[config.mk]
export PLATFORM = sky130hd
export DESIGN_NAME = reset_sequencer
export DESIGN_NICKNAME = d
export VERILOG_FILES = /design/src/rtl/reset_sequencer.sv
export SDC_FILE = /design/constraint.sdc
export NUM_CORES = 1
export LEC_CHECK = 0
export BUFFER_PORTS_ARGS = -buffer_cell sky130_fd_sc_hd__buf_4
export CAP_MARGIN = 0
export CORE_ASPECT_RATIO = 0.75
export CORE_MARGIN = 2
export CORE_UTILIZATION = 51
export DETAILED_ROUTE_END_ITERATION = 10
export MAX_ROUTING_LAYER = met4
export PLACE_DENSITY = 0.71
export SYNTH_ARGS = -nofsm -noshare
export SYNTH_HDL_FRONTEND = slang
export SYNTH_SLANG_ARGS = --single-unit
[constraint.sdc]
create_clock -name clk_int -period 3.2 [get_ports clk_int]
set_input_delay 0.8 -clock clk_int [delete_from_list [all_inputs] [get_ports clk_int]]
set_output_delay 0.8 -clock clk_int [all_outputs]
set_load 0.01 [all_outputs]
[src/rtl/reset_sequencer.sv]
// reset_sequencer
//   Turns the board reset pin and an asynchronous upstream lock indication
//   into a set of ordered, glitch-free fabric resets on clk_int.
//   After lock is seen, the block holds for HOLD_CYCLES cycles. It then
//   releases the reset bits one at a time, STAGE_GAP cycles apart.
//   Loss of lock or a soft reset request drops every stage together.
//
// Ports
//   clk_int        in   fabric clock
//   pin_rst_n      in   board reset, async active-low
//   lock_in        in   upstream lock/ready, async to clk_int
//   soft_rst       in   1-cycle synchronous request to re-run the sequence
//   rst_out_n      out  staged active-low resets, bit 0 releases first
//   ready          out  all stages released (RUN)
//   lock_loss_cnt  out  saturating count of lock drops seen in RUN

module reset_sequencer #(
    parameter int SYNC_STAGES = 2,
    parameter int HOLD_CYCLES = 1024,
    parameter int NUM_STAGES  = 3,
    parameter int STAGE_GAP   = 16
) (
    input  logic                  clk_int,
    input  logic                  pin_rst_n,
    input  logic                  lock_in,
    input  logic                  soft_rst,
    output logic [NUM_STAGES-1:0] rst_out_n,
    output logic                  ready,
    output logic [7:0]            lock_loss_cnt
);

    localparam int MAXC = (HOLD_CYCLES > STAGE_GAP) ? HOLD_CYCLES : STAGE_GAP;
    localparam int CW   = $clog2(MAXC + 1);
    localparam logic [CW-1:0] HOLD_LAST = CW'(HOLD_CYCLES - 1);
    localparam logic [CW-1:0] GAP_LAST  = CW'(STAGE_GAP - 1);

    typedef enum logic [2:0] {ASSERT, WAIT_LOCK, HOLD, RELEASE, RUN} state_t;

    state_t                r_state;
    logic [CW-1:0]         r_cnt;
    logic [NUM_STAGES-1:0] r_rst_out_n;
    logic                  r_ready;
    logic [7:0]            r_loss_cnt;
    // The FSM state register is the last flop of the deassert synchroniser.
    // ASSERT is left on the SYNC_STAGES-th edge after the pin releases.
    logic [SYNC_STAGES-2:0] r_rst_sync;
    logic [SYNC_STAGES-1:0] r_lock_sync;

    logic                  w_lock_s;
    logic                  w_rst_rel;
    logic                  w_abort;
    logic [NUM_STAGES-1:0] w_next_out;

    assign w_lock_s   = r_lock_sync[SYNC_STAGES-1];
    assign w_rst_rel  = r_rst_sync[SYNC_STAGES-2];
    assign w_abort    = !w_lock_s || soft_rst;
    // Next release pattern: shift one more 1 in from bit 0. In HOLD the
    // outputs are all 0, so this yields exactly bit 0.
    assign w_next_out = (r_rst_out_n << 1) | NUM_STAGES'(1);

    always_ff @(posedge clk_int or negedge pin_rst_n) begin
        if (!pin_rst_n) begin
            r_rst_sync <= '0;
        end else begin
            r_rst_sync[0] <= 1'b1;
            for (int i = 1; i < SYNC_STAGES - 1; i++)
                r_rst_sync[i] <= r_rst_sync[i-1];
        end
    end

    always_ff @(posedge clk_int or negedge pin_rst_n) begin
        if (!pin_rst_n) begin
            r_lock_sync <= '0;
        end else begin
            r_lock_sync[0] <= lock_in;
            for (int i = 1; i < SYNC_STAGES; i++)
                r_lock_sync[i] <= r_lock_sync[i-1];
        end
    end

    always_ff @(posedge clk_int or negedge pin_rst_n) begin
        if (!pin_rst_n) begin
            r_state     <= ASSERT;
            r_cnt       <= '0;
            r_rst_out_n <= '0;
            r_ready     <= 1'b0;
            r_loss_cnt  <= '0;
        end else begin
            case (r_state)
                ASSERT: begin
                    if (w_rst_rel) r_state <= WAIT_LOCK;
                end
                WAIT_LOCK: begin
                    r_cnt       <= '0;
                    r_rst_out_n <= '0;
                    r_ready     <= 1'b0;
                    if (w_lock_s) r_state <= HOLD;
                end
                default: begin
                    if (w_abort) begin
                        r_state     <= WAIT_LOCK;
                        r_cnt       <= '0;
                        r_rst_out_n <= '0;
                        r_ready     <= 1'b0;
                        // Lock was high on entry to RUN, so lock_s low in RUN is a fall.
                        if (r_state == RUN && !w_lock_s && r_loss_cnt != 8'hFF)
                            r_loss_cnt <= r_loss_cnt + 8'd1;
                    end else if (r_state == HOLD || r_state == RELEASE) begin
                        if (r_cnt == ((r_state == HOLD) ? HOLD_LAST : GAP_LAST)) begin
                            r_cnt       <= '0;
                            r_rst_out_n <= w_next_out;
                            if (&w_next_out) begin
                                r_state <= RUN;
                                r_ready <= 1'b1;
                            end else begin
                                r_state <= RELEASE;
                            end
                        end else begin
                            r_cnt <= r_cnt + 1'b1;
                        end
                    end
                end
            endcase
        end
    end

    assign rst_out_n     = r_rst_out_n;
    assign ready         = r_ready;
    assign lock_loss_cnt = r_loss_cnt;

endmodule

==> results of run 1 <==
==> Yosys cell counts, types with 2 or more instances <==
master,number,area (um2)
sky130_fd_sc_hd__xnor2_1,9,78.83
sky130_fd_sc_hd__nor3_1,10,50.05
sky130_fd_sc_hd__nor2b_1,4,25.02
sky130_fd_sc_hd__dfrtp_1,29,725.7
sky130_fd_sc_hd__nand4_1,4,25.02
sky130_fd_sc_hd__inv_1,2,7.510
sky130_fd_sc_hd__nor2_1,17,63.81
sky130_fd_sc_hd__nor4_1,4,25.02
sky130_fd_sc_hd__o21ai_0,6,30.03
sky130_fd_sc_hd__a21oi_1,2,10.01
sky130_fd_sc_hd__xor2_1,5,43.79
sky130_fd_sc_hd__a32o_1,2,20.02
sky130_fd_sc_hd__nand2b_1,3,18.77
sky130_fd_sc_hd__ha_1,2,25.02
sky130_fd_sc_hd__nand3_1,10,50.05
sky130_fd_sc_hd__nand2_1,14,52.55
==> how the worst max path moves through the flow <==
stage / startpoint / endpoint / slack [ns] / cells after the start
4_1_cts: r_state[1] / lock_loss_cnt[5] / 1.11 / 5
5_1_grt: r_state[1] / lock_loss_cnt[5] / 0.89 / 5
3_3_place_gp: soft_rst / r_cnt[4] / 1.08 / 6
6_report: r_state[1] / lock_loss_cnt[5] / 1.04 / 5
2_1_floorplan: soft_rst / rst_out_n[1] / 1.32 / 5
3_5_place_dp: soft_rst / r_cnt[10] / 0.99 / 6
==> layer usage <==
layer	up-vias	global-route usage	wire, um
met3	9	0.05157	252
met2	52	0.2593	1235
met4	0	0.1111	63
met1	565	0.2909	1365
met5	-	-	0
li1	559	-	-
==> sequential cells by signal, indices dropped and copies added, names as in the netlist <==
name           cells
r_state            3
r_rst_sync         1
rst_out_n          3
r_cnt             11
ready              1
lock_loss_cnt      8
r_lock_sync        2
==> power breakdown <==
part | internal (uW) | switching, uW
registers | 377 | 17.0
logic | 30.3 | 55.9
clock network | 170 | 125
==> metrics by stage <==
stage / hold WS, ns / setup slack, ns
after floorplan: 0.3312 / 1.324
after global placement: 0.3391 / 1.079
after detailed placement: 0.3466 / 0.9918
after CTS: 0.3597 / 1.111
after global routing: 0.3609 / 0.8911
final: 0.3550 / 1.037
==> layout make-up <==
| cell class | count | area, um2 | area share |
|---|---|---|---|
| Sequential cell | 29 | 725.7 | 0.4325 |
| Multi-Input combinational cell | 112 | 700.7 | 0.4176 |
| Timing Repair Buffer | 15 | 112.6 | 0.06711 |
| Clock buffer | 7 | 86.33 | 0.05145 |
| Tap cell | 36 | 45.04 | 0.02685 |
| Inverter | 2 | 7.507 | 0.004474 |
==> kinds of logic after synthesis <==
logic type / Yosys count / synth area share
flip-flops: 29 / 0.4983
AND/OR/NAND/NOR: 75 / 0.2766
buffers and inverters: 5 / 0.02062
other: 1 / 0.002575
adder cells (fa/ha/maj): 2 / 0.01718
XOR/XNOR: 14 / 0.08419
AO/OA/AOI/OAI: 20 / 0.1005
==> impl_metrics.json, run 1 <==
{
  "post-route-util": 0.6302,
  "ant_nets": 0,
  "post-route-cell-area_um2": 1678,
  "path_max_fanout": 10,
  "cts_setup_buffers": 0,
  "total_placed_cells_including_tap_cells": 194,
  "initial_utilization": 0.5470,
  "tot_gr_track_use": 0.2028,
  "n_fill_cell": 220,
  "cpPeakStageDelay_ns": 0.59,
  "criticalPathCategory": "reg -> reg",
  "netlist_instances": 146,
  "detail_route.vias_per_cell": 5.896,
  "avgSynthCellArea_um2": 9.975,
  "cts_root_buffer": "sky130_fd_sc_hd__clkbuf_8",
  "worst_ep_required_time_ns": 3.36,
  "timing.slew.headroom": 0.5879,
  "design.final.nets": 171,
  "grt_max_degree": 30,
  "global_route.overflow_total": 0,
  "tritoncts.num_buffers": 5,
  "worst_r2r_endpoint": "lock_loss_cnt[5]",
  "reg2reg_depth": 5,
  "cp.buffers_inverters": 0,
  "areaGrowthSynthToFinish_pct": 15.21,
  "final_cell_mix": "sky130_fd_sc_hd__dfrtp_1 (29), sky130_fd_sc_hd__nor2_1 (17), sky130_fd_sc_hd__buf_4 (15)",
  "max_clock_buf_depth": 2,
  "chip_width_um": 65.71,
  "cpMaxStageDelayCell": "sky130_fd_sc_hd__nor4b_1",
  "timing.hold.worst.class": "reg -> reg",
  "hp-start": "r_lock_sync[0]",
  "ys_seq_elements": 29,
  "routedWlPerCell_um": 14.51,
  "buffers_added_on_ports": 15,
  "synth_flop_cell": "sky130_fd_sc_hd__dfrtp_1",
  "synth.yosys.warnings": 0,
  "static_power_due_to_leakage_uw": 0.0007662,
  "critical_path.startpoint_type": "register",
  "grt_pass1_wl_um": 4836,
  "critical_path.endpoint_type": "register",
  "hold_path_end": "r_lock_sync[1]",
  "drv_cap": 0,
  "hold_path_depth": 0,
  "tritoncts_clock_tree": "yes",
  "place_congestion": 0.8686,
  "first_pass_iters": 4,
  "worst_clock_skew_ns": 0.003269,
  "status": "finished clean",
  "unrepaired_setup_endpoints_after_global_routing": "false",
  "drt_iter0_drc": 99,
  "final_period_demand_of_the_worst_path_ns": 2.163,
  "finalWirelength_um": 2917,
  "number_of_design_rule_violations_left_after_detail_routing": 0,
  "cts_sink_cnt": 29,
  "die_h_um": 50.28,
  "clock_tree.htree_level_count": 2,
  "setup_total_negative_slack_ns": 0,
  "final_hold_viol_count": 0,
  "antennaDiodeCount": 0,
  "most_common_library_cell_in_the_layout_ignoring_fill_and_taps": "sky130_fd_sc_hd__dfrtp_1",
  "post_cts_resize_count": 0,
  "power_density_nw_per_um2": 461.8,
  "die-area_um2": 3304,
  "num_vias": 1185,
  "share_of_final_layout_standard_cells_stronger_than_drive_strength_1": 0.1515,
  "ir_drop_uv": 223.3,
  "std_cell_rows": 16,
  "stdcell_count": 201,
  "timing.final.setup_violations": 0,
  "synthesis.area_um2": 1456,
  "layout_worst_path_cycle_share": 0.6759,
  "crit_chain": "nor4b_1 -> o21ai_0 -> nor2_1 -> nand3_1 -> xnor2_1",
  "worst_setup_hold_path_clk_slew_ns": 0.06,
  "initial_antenna_violation_count": 0,
  "drv_slew": 0,
  "timing.reg2reg.setup_slack_ns": 1.04,
  "critical-path-top-delay-family": "simple AND/OR/NAND/NOR gates",
  "async_reset_ff_frac": 1.000,
  "worstSkewPairLatency_ns": 0.28,
  "hpwlAfterDp_um": 2103,
  "ys_types": 39,
  "synth_seq_area_share": 0.4983,
  "top_level_ports": 16,
  "synth_nets": 152,
  "total_cell_area_at_the_placement_stage_um2": 1592,
  "cts_hold_buffers": 0,
  "max_slew.worst_pin.slew_ns": 0.6117,
  "regToRegStartpoint": "r_state[1]",
  "synth_edf_count": 0,
  "placeableCoreArea_um2": 2663,
  "fin_total_pwr_uw": 774.8,
  "fmax_ghz": 0.4623,
  "critPathArrivalTime_ns": 2.32,
  "via_count_of_the_first_global_routing_pass": 1056
}
Note: power is estimated with default switching activity, not from simulation.
==> run 2: changes to the inputs <==
- ABC_AREA: default -> 1
- PLACE_DENSITY: 0.71 -> 0.7
- clock period: 3.2 -> 2.1 ns (I/O delays scaled with it)
==> run 2 against run 1 <==
Against the previous run: combinational power rose to 7.0 times the previous value; total power increased by 130%; flip-flop and latch count stayed put; die area up 9.2%; clock skew increased by 0.00061 ns; clock-buffer cell count stayed put; non-clock buffer count unchanged; global-route usage up 1.9 points; worst setup slack worse by 0.46 ns; worst hold slack lost 0.19 ns; synthesized cell count rose by 32%; critical path type unchanged; critical endpoint is now rst_out_n[0]; largest cell class is now multi-input combinational cells; highest routed layer unchanged.
==> impl_metrics.json, run 2 <==
{
  "status": "finished clean",
  "antennaDiodeCount": 0,
  "synth_compound_gate_area_share": 0.05625,
  "grt_pass1_wl_um": 5520,
  "top_level_ports": 16,
  "layout_worst_path_cycle_share": 0.7233,
  "gr_met1_demand_resource": 0.2961,
  "tot_gr_track_use": 0.2216,
  "power.share.clock": 0.253,
  "path_max_fanout": 8,
  "chip_width_um": 68.71,
  "critical_path.startpoint_type": "register",
  "synth-simple-area-share": 0.3484,
  "ys_types": 29,
  "cpMaxStageDelayCell": "sky130_fd_sc_hd__dfrtp_1",
  "post_synth_fa_ha_maj_area_fraction": 0.01563,
  "n_fill_cell": 281,
  "cts_hold_buffers": 0,
  "tritoncts_clock_tree": "yes",
  "synth_commonest_cells": "sky130_fd_sc_hd__nand2_1 (43), sky130_fd_sc_hd__dfrtp_1 (29), sky130_fd_sc_hd__nand3_1 (20), sky130_fd_sc_hd__nor2_1 (20), sky130_fd_sc_hd__inv_1 (17)",
  "std_cell_rows": 17,
  "avgSynthCellArea_um2": 8.298,
  "switchingPower_uw": 671.2,
  "p_comb_frac": 0.337,
  "die_h_um": 52.53,
  "areaGrowthSynthToFinish_pct": 15.39,
  "crit_path_frequent_cell": "sky130_fd_sc_hd__nand2_1",
  "cts_sink_cnt": 29,
  "netlist_instances": 193,
  "postLayoutSetupSlackWorst_ns": 0.5811,
  "post_cts_resize_count": 0,
  "total_cell_area_at_the_placement_stage_um2": 1762,
  "hpwlAfterDp_um": 2261,
  "drv_cap": 0,
  "critPathArrivalTime_ns": 1.74,
  "worstSetupStartpoint": "r_cnt[1]",
  "num_vias": 1283,
  "number_of_design_rule_violations_left_after_detail_routing": 0,
  "final_hold_viol_count": 0,
  "regToRegStartpoint": "r_cnt[1]",
  "worstSkewPairLatency_ns": 0.28,
  "place_worst_setup_slack_ns": 0.5697,
  "sw_frac_of_total": 0.3773,
  "static_power_due_to_leakage_uw": 0.0009038,
  "synth_most_common_cell": "sky130_fd_sc_hd__nand2_1",
  "max_clock_buf_depth": 2,
  "ir_drop_uv": 461.5,
  "fin_worst_hold_slack_ns": 0.1606,
  "cp.buffers_inverters": 2,
  "worst_ep_required_time_ns": 2.32,
  "fmax_ghz": 0.6584,
  "power_density_nw_per_um2": 962.5,
  "placeableCoreArea_um2": 2978,
  "initial_antenna_violation_count": 0,
  "routedWlPerCell_um": 11.94,
  "cts_setup_buffers": 0,
  "share_of_final_layout_standard_cells_stronger_than_drive_strength_1": 0.2233,
  "post-route-cell-area_um2": 1848,
  "via_count_of_the_first_global_routing_pass": 1250,
  "unrepaired_setup_endpoints_after_global_routing": "false",
  "first_pass_iters": 4,
  "globalRouteMet2Util": 0.3077,
  "crit_chain": "ha_1 -> inv_1 -> nor3_1 -> nand3_2 -> nand2_2 -> nand2_4 -> inv_4 -> nand2_1 -> nand2_1",
  "largest_reg_flops": 11,
  "synthesis.area_um2": 1602,
  "timing.final.setup_violations": 0,
  "tritoncts.num_buffers": 5,
  "final_cell_mix": "sky130_fd_sc_hd__nand2_1 (43), sky130_fd_sc_hd__dfrtp_1 (29), sky130_fd_sc_hd__nor2_1 (20), sky130_fd_sc_hd__nand3_1 (20), sky130_fd_sc_hd__inv_1 (17)",
  "drt_iter0_drc": 115,
  "multiInputGateArea_um2": 780.7,
  "synth.area.top_cells": "sky130_fd_sc_hd__dfrtp_1 (45%), sky130_fd_sc_hd__nand2_1 (10%), sky130_fd_sc_hd__nand3_1 (6.3%), sky130_fd_sc_hd__nor2_1 (4.7%), sky130_fd_sc_hd__inv_1 (4.0%)",
  "synth-xor-area-share": 0.06484,
  "final_period_demand_of_the_worst_path_ns": 1.519,
  "initial_utilization": 0.5378,
  "synth_nets": 199,
  "timing.hold.worst.class": "in -> async",
  "synth_flop_cell": "sky130_fd_sc_hd__dfrtp_1",
  "largest_register": "r_cnt",
  "setup_total_negative_slack_ns": 0,
  "muxShareOfSynthArea": 0,
  "critical_path.endpoint_type": "register",
  "clock_tree.htree_level_count": 2,
  "combinational_family_with_the_most_area_after_synthesis": "simple AND/OR/NAND/NOR gates",
  "worst_clock_skew_ns": 0.003880,
  "netlist.area_leader.share": 0.4531,
  "synth_area_leader_cell": "sky130_fd_sc_hd__dfrtp_1",
  "regArea_um2": 725.7,
  "buffers_added_on_ports": 15,
  "synth_edf_count": 0,
  "place_congestion": 0.8570,
  "most_common_library_cell_in_the_layout_ignoring_fill_and_taps": "sky130_fd_sc_hd__nand2_1",
  "criticalPathCategory": "reg -> reg",
  "critical-path-top-delay-family": "simple AND/OR/NAND/NOR gates",
  "post-route-util": 0.6206,
  "synth_seq_area_share": 0.4531,
  "synth.yosys.warnings": 0,
  "worst_setup_hold_path_clk_slew_ns": 0.06,
  "grt.met3_usage": 0.05806,
  "ant_nets": 0,
  "grt-busiest-layer": "met2",
  "pwr-share-seq": 0.409,
  "power.internal_uw": 1108,
  "finalWirelength_um": 3020,
  "global_route.overflow_total": 0,
  "async_reset_ff_frac": 1.000,
  "cpPeakStageDelay_ns": 0.39,
  "design.final.nets": 221,
  "grt_max_degree": 30,
  "die-area_um2": 3609,
  "cts_root_buffer": "sky130_fd_sc_hd__clkbuf_8",
  "drv_slew": 0,
  "detail_route.vias_per_cell": 5.071,
  "ys_seq_elements": 29
}
-- run 2: cell count changes after synthesis, sizes merged, moves of 3 or more --
| cell | before | now |
|---|---|---|
| inv | 2 | 24 |
| nand2 | 14 | 53 |
| nand2b | 3 | 0 |
| nand3 | 10 | 22 |
| nor2 | 17 | 26 |
| nor2b | 4 | 0 |
| nor3 | 10 | 3 |
| nor4 | 5 | 0 |
| o21ai | 6 | 10 |
| xnor2 | 9 | 3 |
| xor2 | 5 | 8 |
-- run 2: metrics by stage --
step	instances	power (uW)
floorplan	193	1161
detailed placement	246	1348
finish	253	1779
CTS	253	1813
global route	253	1930
global placement	246	1324
-- run 2: worst paths after layout --
kind / endpoint / slack, ns / depth (start not counted)
max: rst_out_n[0] / 0.58 / 9
min in group clk_int: r_lock_sync[0] / 0.35 / 1
min reg2reg: r_lock_sync[1] / 0.36 / 0
min: r_cnt[10] / 0.16 / 1
max in group asynchronous: lock_loss_cnt[6] / 1.67 / 1
max reg2reg: rst_out_n[0] / 0.58 / 9
-- run 2: area by class of cell --
type                    count  area share
clock buffers               7     0.04672
inverters                  24     0.05146
well taps                  38     0.02573
multi-input cells         140      0.4225
repair buffers             15     0.06093
flip-flops and latches     29      0.3927
-- run 2: cells by family (layout without fill, tap and decap cells) --
kind of cell | count (synthesis) | after routing
and+or+nand+nor | 110 | 110
DFF | 29 | 29
AOI/OAI and AO/OA | 16 | 16
adders and majority gates | 2 | 2
buffers and inverters | 24 | 46
xor gates and xnor gates | 11 | 11
other | 1 | 1
-- run 2: worst register-to-register path, stage by stage, from the launching register on --
cell and delay [ns]:
sky130_fd_sc_hd__dfrtp_1 0.39, sky130_fd_sc_hd__ha_1 0.16, sky130_fd_sc_hd__inv_1 0.06, sky130_fd_sc_hd__nor3_1 0.28, sky130_fd_sc_hd__nand3_2 0.11, sky130_fd_sc_hd__nand2_2 0.12, sky130_fd_sc_hd__nand2_4 0.11, sky130_fd_sc_hd__inv_4 0.11
sky130_fd_sc_hd__nand2_1 0.07, sky130_fd_sc_hd__nand2_1 0.05
-- run 2: power by group through the flow --
stage / logic (uW) / registers (uW) / clock network [uW]
final: 600 / 728 / 451
after global routing: 690 / 743 / 496
after CTS: 608 / 729 / 475
after detailed placement: 612 / 736 / 0
after global placement: 593 / 732 / 0
after floorplan: 424 / 736 / 0
-- run 2: layer usage --
layer	up-vias	routed length (um)	part of all wire
met3	5	108	0.036
met4	0	64	0.021
met2	26	1307	0.43
li1	661	-	-
met1	591	1540	0.51
met5	-	0	0
